File: config.mk
export PLATFORM = sky130hd
export DESIGN_NAME = scarv_rom_bus_bridge
export DESIGN_NICKNAME = d
export VERILOG_FILES = /design/src/rtl/scarv_rom_bus_bridge.sv
export SDC_FILE = /design/constraint.sdc
export NUM_CORES = 1
export LEC_CHECK = 0
export BUFFER_PORTS_ARGS = -buffer_cell sky130_fd_sc_hd__buf_2
export CAP_MARGIN = 20
export CELL_PAD_IN_SITES_DETAIL_PLACEMENT = 1
export CELL_PAD_IN_SITES_GLOBAL_PLACEMENT = 1
export CORE_ASPECT_RATIO = 1.1
export CORE_UTILIZATION = 36
export DETAILED_ROUTE_END_ITERATION = 6
export PLACE_DENSITY = 0.84
export SETUP_SLACK_MARGIN = 0.05
export SLEW_MARGIN = 10
export SYNTH_ARGS = -nofsm -noshare
export SYNTH_HDL_FRONTEND = slang
export SYNTH_SLANG_ARGS = --single-unit
File: constraint.sdc
create_clock -name g_clk -period 3.6 [get_ports g_clk]
set_input_delay 0.54 -clock g_clk [delete_from_list [all_inputs] [get_ports g_clk]]
set_output_delay 0.54 -clock g_clk [all_outputs]
set_load 0.05 [all_outputs]
File: src/rtl/scarv_rom_bus_bridge.sv
// Memory bus to single-port ROM bridge with range/alignment/write checks
// and a two-entry response buffer for back-pressure.
module scarv_rom_bus_bridge #(
    parameter int unsigned DEPTH = 1024,
    parameter logic [31:0] BASE  = 32'h0000_0000,
    localparam int unsigned AW   = $clog2(DEPTH)
) (
    input  logic          g_clk,
    input  logic          g_resetn,
    input  logic          mem_req,
    output logic          mem_gnt,
    input  logic          mem_wen,
    input  logic [3:0]    mem_strb,
    input  logic [31:0]   mem_wdata,
    input  logic [31:0]   mem_addr,
    input  logic          mem_recv,
    output logic          mem_ack,
    output logic          mem_error,
    output logic [31:0]   mem_rdata,
    output logic          rom_cen,
    output logic [AW-1:0] rom_addr,
    input  logic [31:0]   rom_rdata
);

    typedef struct packed {
        logic        err;
        logic [31:0] data;
    } resp_t;

    logic [1:0]  count_q, count_d;
    logic        inflight_q, inflight_d;
    logic        ierr_q, ierr_d;
    resp_t       buf0_q, buf0_d;
    resp_t       buf1_q, buf1_d;

    logic [32:0] off;
    logic        bad;
    logic        gnt;
    logic        ack;
    logic        show_buf;
    logic        pop;
    logic        pop_buf;
    logic        push;
    logic [1:0]  count_mid;
    resp_t       resp_new;
    resp_t       shown;
    logic        unused_ok;

    // Borrow bit of the offset flags addresses below BASE.
    assign off = {1'b0, mem_addr} - {1'b0, BASE};
    assign bad = mem_wen | (mem_addr[1:0] != 2'b00) | off[32]
               | (off[31:AW+2] != '0);

    assign gnt = g_resetn & mem_req
               & (({1'b0, count_q} + {2'b00, inflight_q}) < 3'd2);

    assign rom_cen  = gnt & ~bad;
    assign rom_addr = off[AW+1:2];

    assign resp_new.err  = ierr_q;
    assign resp_new.data = ierr_q ? 32'h0 : rom_rdata;

    assign show_buf = (count_q != 2'd0);
    assign shown    = show_buf ? buf0_q : resp_new;
    assign ack      = g_resetn & (show_buf | inflight_q);

    assign pop       = ack & mem_recv;
    assign pop_buf   = pop & show_buf;
    assign push      = inflight_q & ~(pop & ~show_buf);
    assign count_mid = count_q - {1'b0, pop_buf};

    assign mem_gnt   = gnt;
    assign mem_ack   = ack;
    assign mem_error = ack & shown.err;
    assign mem_rdata = ack ? shown.data : 32'h0;

    assign unused_ok = ^{mem_strb, mem_wdata, off[1:0]};

    always_comb begin
        buf0_d     = buf0_q;
        buf1_d     = buf1_q;
        count_d    = count_mid + {1'b0, push};
        inflight_d = gnt;
        ierr_d     = gnt & bad;
        if (pop_buf) begin
            buf0_d = buf1_q;
            buf1_d = '0;
        end
        if (push) begin
            if (count_mid == 2'd0) buf0_d = resp_new;
            else                   buf1_d = resp_new;
        end
    end

    always_ff @(posedge g_clk) begin
        if (!g_resetn) begin
            count_q    <= 2'd0;
            inflight_q <= 1'b0;
            ierr_q     <= 1'b0;
            buf0_q     <= '0;
            buf1_q     <= '0;
        end else begin
            count_q    <= count_d;
            inflight_q <= inflight_d;
            ierr_q     <= ierr_d;
            buf0_q     <= buf0_d;
            buf1_q     <= buf1_d;
        end
    end

    count_ok: assert property (
        @(posedge g_clk) disable iff (!g_resetn) count_q <= 2'd2
    );

endmodule
Word-level counts from Yosys, hierarchy flattened
Index checks and enable logic that the tools add are counted.

Register bits after elaboration: 70. Input bits: 105. Word-level logic and storage cells: 40.

Add/sub/neg operators: 3. Order comparisons: 1. Mux-type cells: 9. Bitwise logic cells: 16. Reduce and logical (&&, ||, !) cells: 4.

Operator list (count): 33-bit two-way mux (7); 32-bit two-way mux (2); 20-bit nonzero test (1); 1-bit AND (10); 2-bit nonzero test (2); 2-bit by 1-bit adder with 3-bit output (1); 3-bit by 2-bit < comparator with 1-bit output, second input constant (1); 1-bit inverter (3); 1-bit bitwise OR (3); 2-bit by 1-bit adder with 2-bit output (1); 2-bit logical NOT (1); 2-bit by 1-bit subtractor with 2-bit output (1).

Longest topological paths before layout
Gate-level depths: netlist (run 1).

Word-level depth: 9. Depth in mapped cells: 7. Depth with buffers taken out: 4.

Worst setup path before layout (run 1)
No wires, ideal clock.

Kind: input -> output. From: input g_resetn. To: output rom_cen. Data arrival time: 2.226 ns. Required time: 3.060 ns. Path slack: 0.834 ns. Stages: 4. Buffers on the path: 2. Cells stage by stage: buf_2 > clkbuf_1 > nand4b_1 > nor3_1.

Longest elaborated chain between the ends: 3.

Ends and longest elaborated chain: from (decl) (RTL line 9) `input logic g_resetn,`; 1-bit AND (RTL line 54) `assign gnt = g_resetn & mem_req`; 1-bit AND (RTL line 55) `& (({1'b0, count_q} + {2'b00, inflight_q}) < 3'd2);`; 1-bit AND (RTL line 57) `assign rom_cen = gnt & ~bad;`; to (decl) (RTL line 20) `output logic rom_cen,`.

Every way passes these cells.

Worst setup path in the final report (run 1)
From: register count_q[1]. To: output mem_rdata[31].

Longest elaborated chain between the ends: 4. Elaborated cells between the ends (all ways): 5.

Ends and longest elaborated chain: from (decl) (RTL line 30) `logic [1:0] count_q, count_d;`; from (signal assigned) (RTL line 103) `count_q <= count_d;`; from (signal assigned) (RTL line 112) `@(posedge g_clk) disable iff (!g_resetn) count_q <= 2'd2`; 2-bit nonzero test * (RTL line 63) `assign show_buf = (count_q != 2'd0);`; 1-bit bitwise OR (RTL line 65) `assign ack = g_resetn & (show_buf | inflight_q);`; 1-bit AND (RTL line 65); 32-bit two-way mux * (RTL line 75) `assign mem_rdata = ack ? shown.data : 32'h0;`; to (decl) (RTL line 19) `output logic [31:0] mem_rdata,`.

Every way passes the cells marked *; elsewhere a longest branch is shown, timed or not.

==> reports/metrics.yaml, run 1 <==
cts_buffer_depth: 2
grtUsageMet2_pct: 40.6
io_pins: 151
crit_required_ps: 3060
synth-async-reset-ratio_pct: 0
synth.net_count: 567
p_comb_share_pct: 17.2
wl_um: 11900
clock_sinks: 70
clockPowerShare_pct: 39.2
cts_tree: "built"
track_usage_pct: 23.5
grt_pass1_wl_um: 19700
worst_pin_slew_ps: 884
layout-drive-gt1-share_pct: 24.1
grt_util_met1_pct: 29.3
grt_max_degree: 36
cts_resized: 0
postCtsSetupRepairBufs: 0
setup.worst_path.start: "count_q[1]"
slew-limit-headroom_pct: 40.8
antenna_left: 0
p_switching_uw: 538
synth_area_leaders: "dfxtp_1 39%, nand2_1 14%, a22o_1 8.1%"
finalCriticalPeriod_ps: 2820
grt.busiest_layer: "met2"
fin_crit_sh_pct: 78.3
first_iter_violations: 243
synth_cells: 462
yosys_warnings: 0
synth_area_per_cell_um2: 7.76
netlist.area_leader.share_pct: 39.1
crit_end: "mem_rdata[31]"
hold_buffers: 0
hp-class: "reg -> reg"
cts_htree_levels: 3
drt-pass1-iter-count: 5
insertion_delay_ps: 350
vias: 3761
area_delta_synth_final_pct: 18.9
start_util_pct: 37.8
yosys-top-cells-count: "134 x nand2_1, 70 x dfxtp_1, 34 x a21oi_1, 34 x nor2b_1"
end_kind: "primary output"
portBuffers: 94
start_kind: "flop"
maxCapViolCount: 0
worstPathArrival_ps: 2280
fp.dieW_um: 97.1
cellPowerDensity_mw_per_mm2: 444
yosysUniqueCellTypes: 31
ff2ff_path_depth: 5
num_rows: 37
dieArea_mm2: 0.0104
finalSetupViolCount: 0
synth_edf_count: 0
seq_area_frac_synth_pct: 39.1
ys_seq_elements: 70
fin_skew_ps: 10.4
seq_power_share_pct: 43.6
yosysTopAreaCell: "dfxtp_1"
crit_fanout: 23
status: "finished clean"
coreArea_mm2: 0.00949
nNetsFinal: 627
rsz0062_at_grt: "false"
netlist_area_mm2: 0.00358
antenna_found_initial: 0
power_switching_share_pct: 28.4
drc_errors: 0
area.sequential_mm2: 0.00140
ir_drop_mv: 0.224
met3_usage_pct: 3.91
gp_congestion: 0.759
p_total_uw: 1890
avgRoutedWirePerCell_um: 18.5
overflow: 0
synth.most_common_cell: "nand2_1"
root_buffer: "clkbuf_8"
reg2reg_slack_ps: 1250
ys_dominant_reg_cell: "dfxtp_1"
p_leak_uw: 0.00176
hold_viol: 0
r2r-start: "count_q[1]"
dieHeight_um: 107
slew_violations: 0
multi_input_area_mm2: 0.00188
p_int_uw: 1360
grt_pass1_vias: 3921
dp_hpwl_um: 7290
antenna_cells: 0
r2r-end: "buf1_q[0]"
crit_type: "reg -> out"
cts_inserted_buffers: 9
via_per_inst: 5.84
cts.clk_slew.worst_paths_ps: 70
tns_ps: 0
clock.fmax_mhz: 355
fillCellCount: 1174
## cell usage in the layout (no fill, tap or decap), types with 3 or more instances in the layout
cell type,synthesis,layout
a21oi_1,34,34
a22o_1,33,33
a31oi_1,33,33
buf_2,11,94
buf_4,11,13
clkbuf_8,0,12
dfxtp_1,70,70
inv_1,3,3
nand2_1,134,134
nor2b_1,34,34
nor3_1,3,3
nor4_1,5,5
o41ai_1,33,33
## cell families (layout without fill, tap and decap cells)
group	count (synthesis)	count (layout)	synth area share (%)
and+or+nand+nor	187	187	23.2
AOI/OAI and AO/OA	143	143	28.8
DFF	70	70	39.1
buffers and inverters	62	127	8.87
## stage by stage
| step | hold WS [ps] | util (%) | instances | setup slack, ps | area [um2] |
|---|---|---|---|---|---|
| 2_1_floorplan | 442 | - | 462 | 834 | 3580 |
| 3_3_place_gp | 455 | 42.4 | 628 | 1060 | 4030 |
| 3_5_place_dp | 456 | 42.4 | 628 | 1020 | 4030 |
| 5_1_grt | 492 | 44.9 | 644 | 661 | 4260 |
| 4_1_cts | 476 | 44.9 | 644 | 763 | 4260 |
| 6_report | 476 | 44.9 | 644 | 782 | 4260 |
## power by group through the flow
stage | Combinational (uW) | Clock [uW] | Sequential, uW
finish | 325 | 742 | 825
global route | 353 | 777 | 829
CTS | 326 | 742 | 825
detailed placement | 323 | 0 | 842
global placement | 311 | 0 | 840
floorplan | 257 | 0 | 835
## layout make-up
cell class / instances / area share, %
Multi-Input combinational cell: 330 / 44.1
Clock buffer: 13 / 3.97
Tap cell: 117 / 3.44
Sequential cell: 70 / 32.9
Inverter: 3 / 0.264
Timing Repair Buffer: 108 / 13.8
Clock inverter: 3 / 1.53
## worst max-delay path: stages (launching register included)
cell and delay, ps:
dfxtp_1 410, nor2_2 520, buf_4 390, nand2_1 100, a21oi_1 210, buf_2 310
## flip-flops by register name (all words and copies together) (netlist names)
register    cells
inflight_q      1
buf1_q         33
count_q         2
buf0_q         33
ierr_q          1
## layer usage
metal / vias to the layer above / part of all wire, %
met2: 132 / 50
met5: - / 0
met4: 0 / 1.4
li1: 1758 / -
met1: 1855 / 44
met3: 16 / 5.4
## worst min path at each step
stage	startpoint	endpoint	slack, ps	depth (start not counted)
6_report	buf1_q[32]	buf0_q[32]	480	2
3_5_place_dp	buf1_q[27]	buf1_q[27]	460	1
4_1_cts	buf0_q[32]	buf0_q[32]	480	2
3_3_place_gp	buf1_q[17]	buf0_q[17]	450	2
5_1_grt	buf1_q[28]	buf0_q[28]	490	2
2_1_floorplan	buf1_q[5]	buf1_q[5]	440	1
Power figures use the tool's default switching activity.
==> inputs of run 2 (changes only) <==
CORE_UTILIZATION = 34   (was 36)
PLACE_DENSITY = 0.8   (was 0.84)
clock period = 2.6 ns   (was 3.6 ns; I/O delays follow)
==> run 2 against run 1 <==
Effect of this change:
- die area is 5.8% higher
- global-route usage is 1.5 points lower
- sequential share of layout area is 0.65 points lower
- clock power is 47% higher
- non-clock buffer count is 6 higher
- clock skew is 0.82 ps higher
- largest cell class unchanged
- flip-flop and latch count stayed put
- register-to-register slack worse by 520 ps
- clock-buffer cell count is 4 lower
- final cell count is 4.5% higher
- core utilization is 1.6 points lower
==> reports/metrics.yaml, run 2 (synthesis gave the netlist of run 1 again) <==
status: "finished clean"
fin_skew_ps: 11.2
cts.clk_slew.worst_paths_ps: 80
area_delta_synth_final_pct: 21.3
final_common_cell: "nand2_1"
end_kind: "primary output"
clock.fmax_mhz: 416
worstPathArrival_ps: 2010
start_kind: "flop"
finalSetupViolCount: 0
avgRoutedWirePerCell_um: 17.3
slew-limit-headroom_pct: 71.5
rsz0062_at_grt: "false"
hold_buffers: 0
ff2ff_path_depth: 4
wl_um: 11700
reg_top3: "buf0_q (33), buf1_q (33), count_q (2)"
dieArea_mm2: 0.0110
grt_max_degree: 34
cts_buffer_depth: 2
num_rows: 38
dr_wl_met3_um: 584
crit_fanout: 21
drt-pass1-iter-count: 4
min_from: "mem_req"
cp_cell_sequence: "or2_2 -> buf_4 -> nand2_1 -> a21oi_1 -> buf_2"
cts_inserted_buffers: 9
instances_no_fill: 673
cellPowerDensity_mw_per_mm2: 617
pre_cts_ws_ps: 615
fp.dieW_um: 99.9
drc_errors: 0
antenna_left: 0
cp.buffers_inverters: 2
ir_drop_mv: 0.265
clock_sinks: 70
antenna_cells: 0
worst_hold_slack_ps: 360
grt_pass1_vias: 3778
layout-drive-gt1-share_pct: 25.1
track_usage_pct: 22.0
cts_resized: 0
fin_util_pct: 43.3
area.sequential_mm2: 0.00140
fin_crit_sh_pct: 92.5
r2r-start: "count_q[0]"
via_per_inst: 5.52
crit_required_ps: 2210
tns_ps: 0
cts_tree: "built"
vias: 3714
multi_input_area_mm2: 0.00188
root_buffer: "clkbuf_8"
start_util_pct: 35.7
wl_met1_um: 5200
r2r-end: "buf0_q[18]"
top_layer_used: "met4"
hp-class: "in -> reg"
gp_congestion: 0.762
nNetsFinal: 633
reg2reg_slack_ps: 730
dp_hpwl_um: 7580
postCtsSetupRepairBufs: 0
insertion_delay_ps: 360
dieHeight_um: 110
grt_pass1_wl_um: 18900
antenna_found_initial: 0
finalCriticalPeriod_ps: 2400
hold_viol: 0
wl_met2_um: 5700
worst_pin_slew_ps: 427
setup.worst_path.start: "count_q[1]"
portBuffers: 94
placedCellCount: 657
first_iter_violations: 264
crit_family: "buffers and inverters"
crit_type: "reg -> out"
p_leak_uw: 0.00178
cts_htree_levels: 3
coreArea_mm2: 0.0100
fillCellCount: 1236
slowest_stage: "dfxtp_1"
overflow: 0
setup_slack_ps: 196
maxCapViolCount: 0
final_cell_mix: "134 x nand2_1, 94 x buf_2, 70 x dfxtp_1, 34 x nor2b_1, 34 x a21oi_1"
cp_slowest_stage_delay_ps: 530
slew_violations: 0
path_depth: 5
crit_end: "mem_rdata[31]"
io_pins: 151
-- run 2: changes by cell type in the layout (fill, tap and decap cells not counted), sizes merged --
cell      before  now
buf          108  114
clkbuf        13    9
bufinv         2    3
clkinv         1    2
clkinvlp       0    2
-- run 2: cell type report --
cell class,instances,share of cell area (%)
clock buffers,9,2.85
well taps,140,4.03
repair buffers,114,14.6
inverters,3,0.259
clock inverters,7,2.82
multi-input cells,330,43.2
flip-flops and latches,70,32.2
-- run 2: report_power, final --
| group | internal (uW) | total (uW) | switching (uW) |
|---|---|---|---|
| Clock | 640 | 1090 | 447 |
| Combinational | 148 | 451 | 303 |
| Sequential | 1110 | 1140 | 28.9 |
| Total | 1900 | 2680 | 779 |
-- run 2: how the worst min path moves through the flow --
stage | endpoint | depth (start not counted)
2_1_floorplan | buf1_q[5] | 1
3_3_place_gp | buf0_q[21] | 2
3_5_place_dp | buf1_q[19] | 1
4_1_cts | inflight_q | 3
5_1_grt | ierr_q | 4
6_report | inflight_q | 3
-- run 2: worst min-delay path: cells and delay by family --
family	cells	cell delay [ps]
buffers and inverters	2	160
AND/OR/NAND/NOR	1	110
-- run 2: metrics by stage --
step	total power, uW	area [um2]
6_report	2680	4350
3_5_place_dp	1620	4100
2_1_floorplan	1510	3580
5_1_grt	2780	4350
3_3_place_gp	1600	4100
4_1_cts	2690	4350
-- run 2: layer usage --
layer,up-vias,track usage (%)
li1,1775,-
met1,1790,28.5
met2,132,37.0
met3,17,3.62
met4,0,7.98
met5,-,0
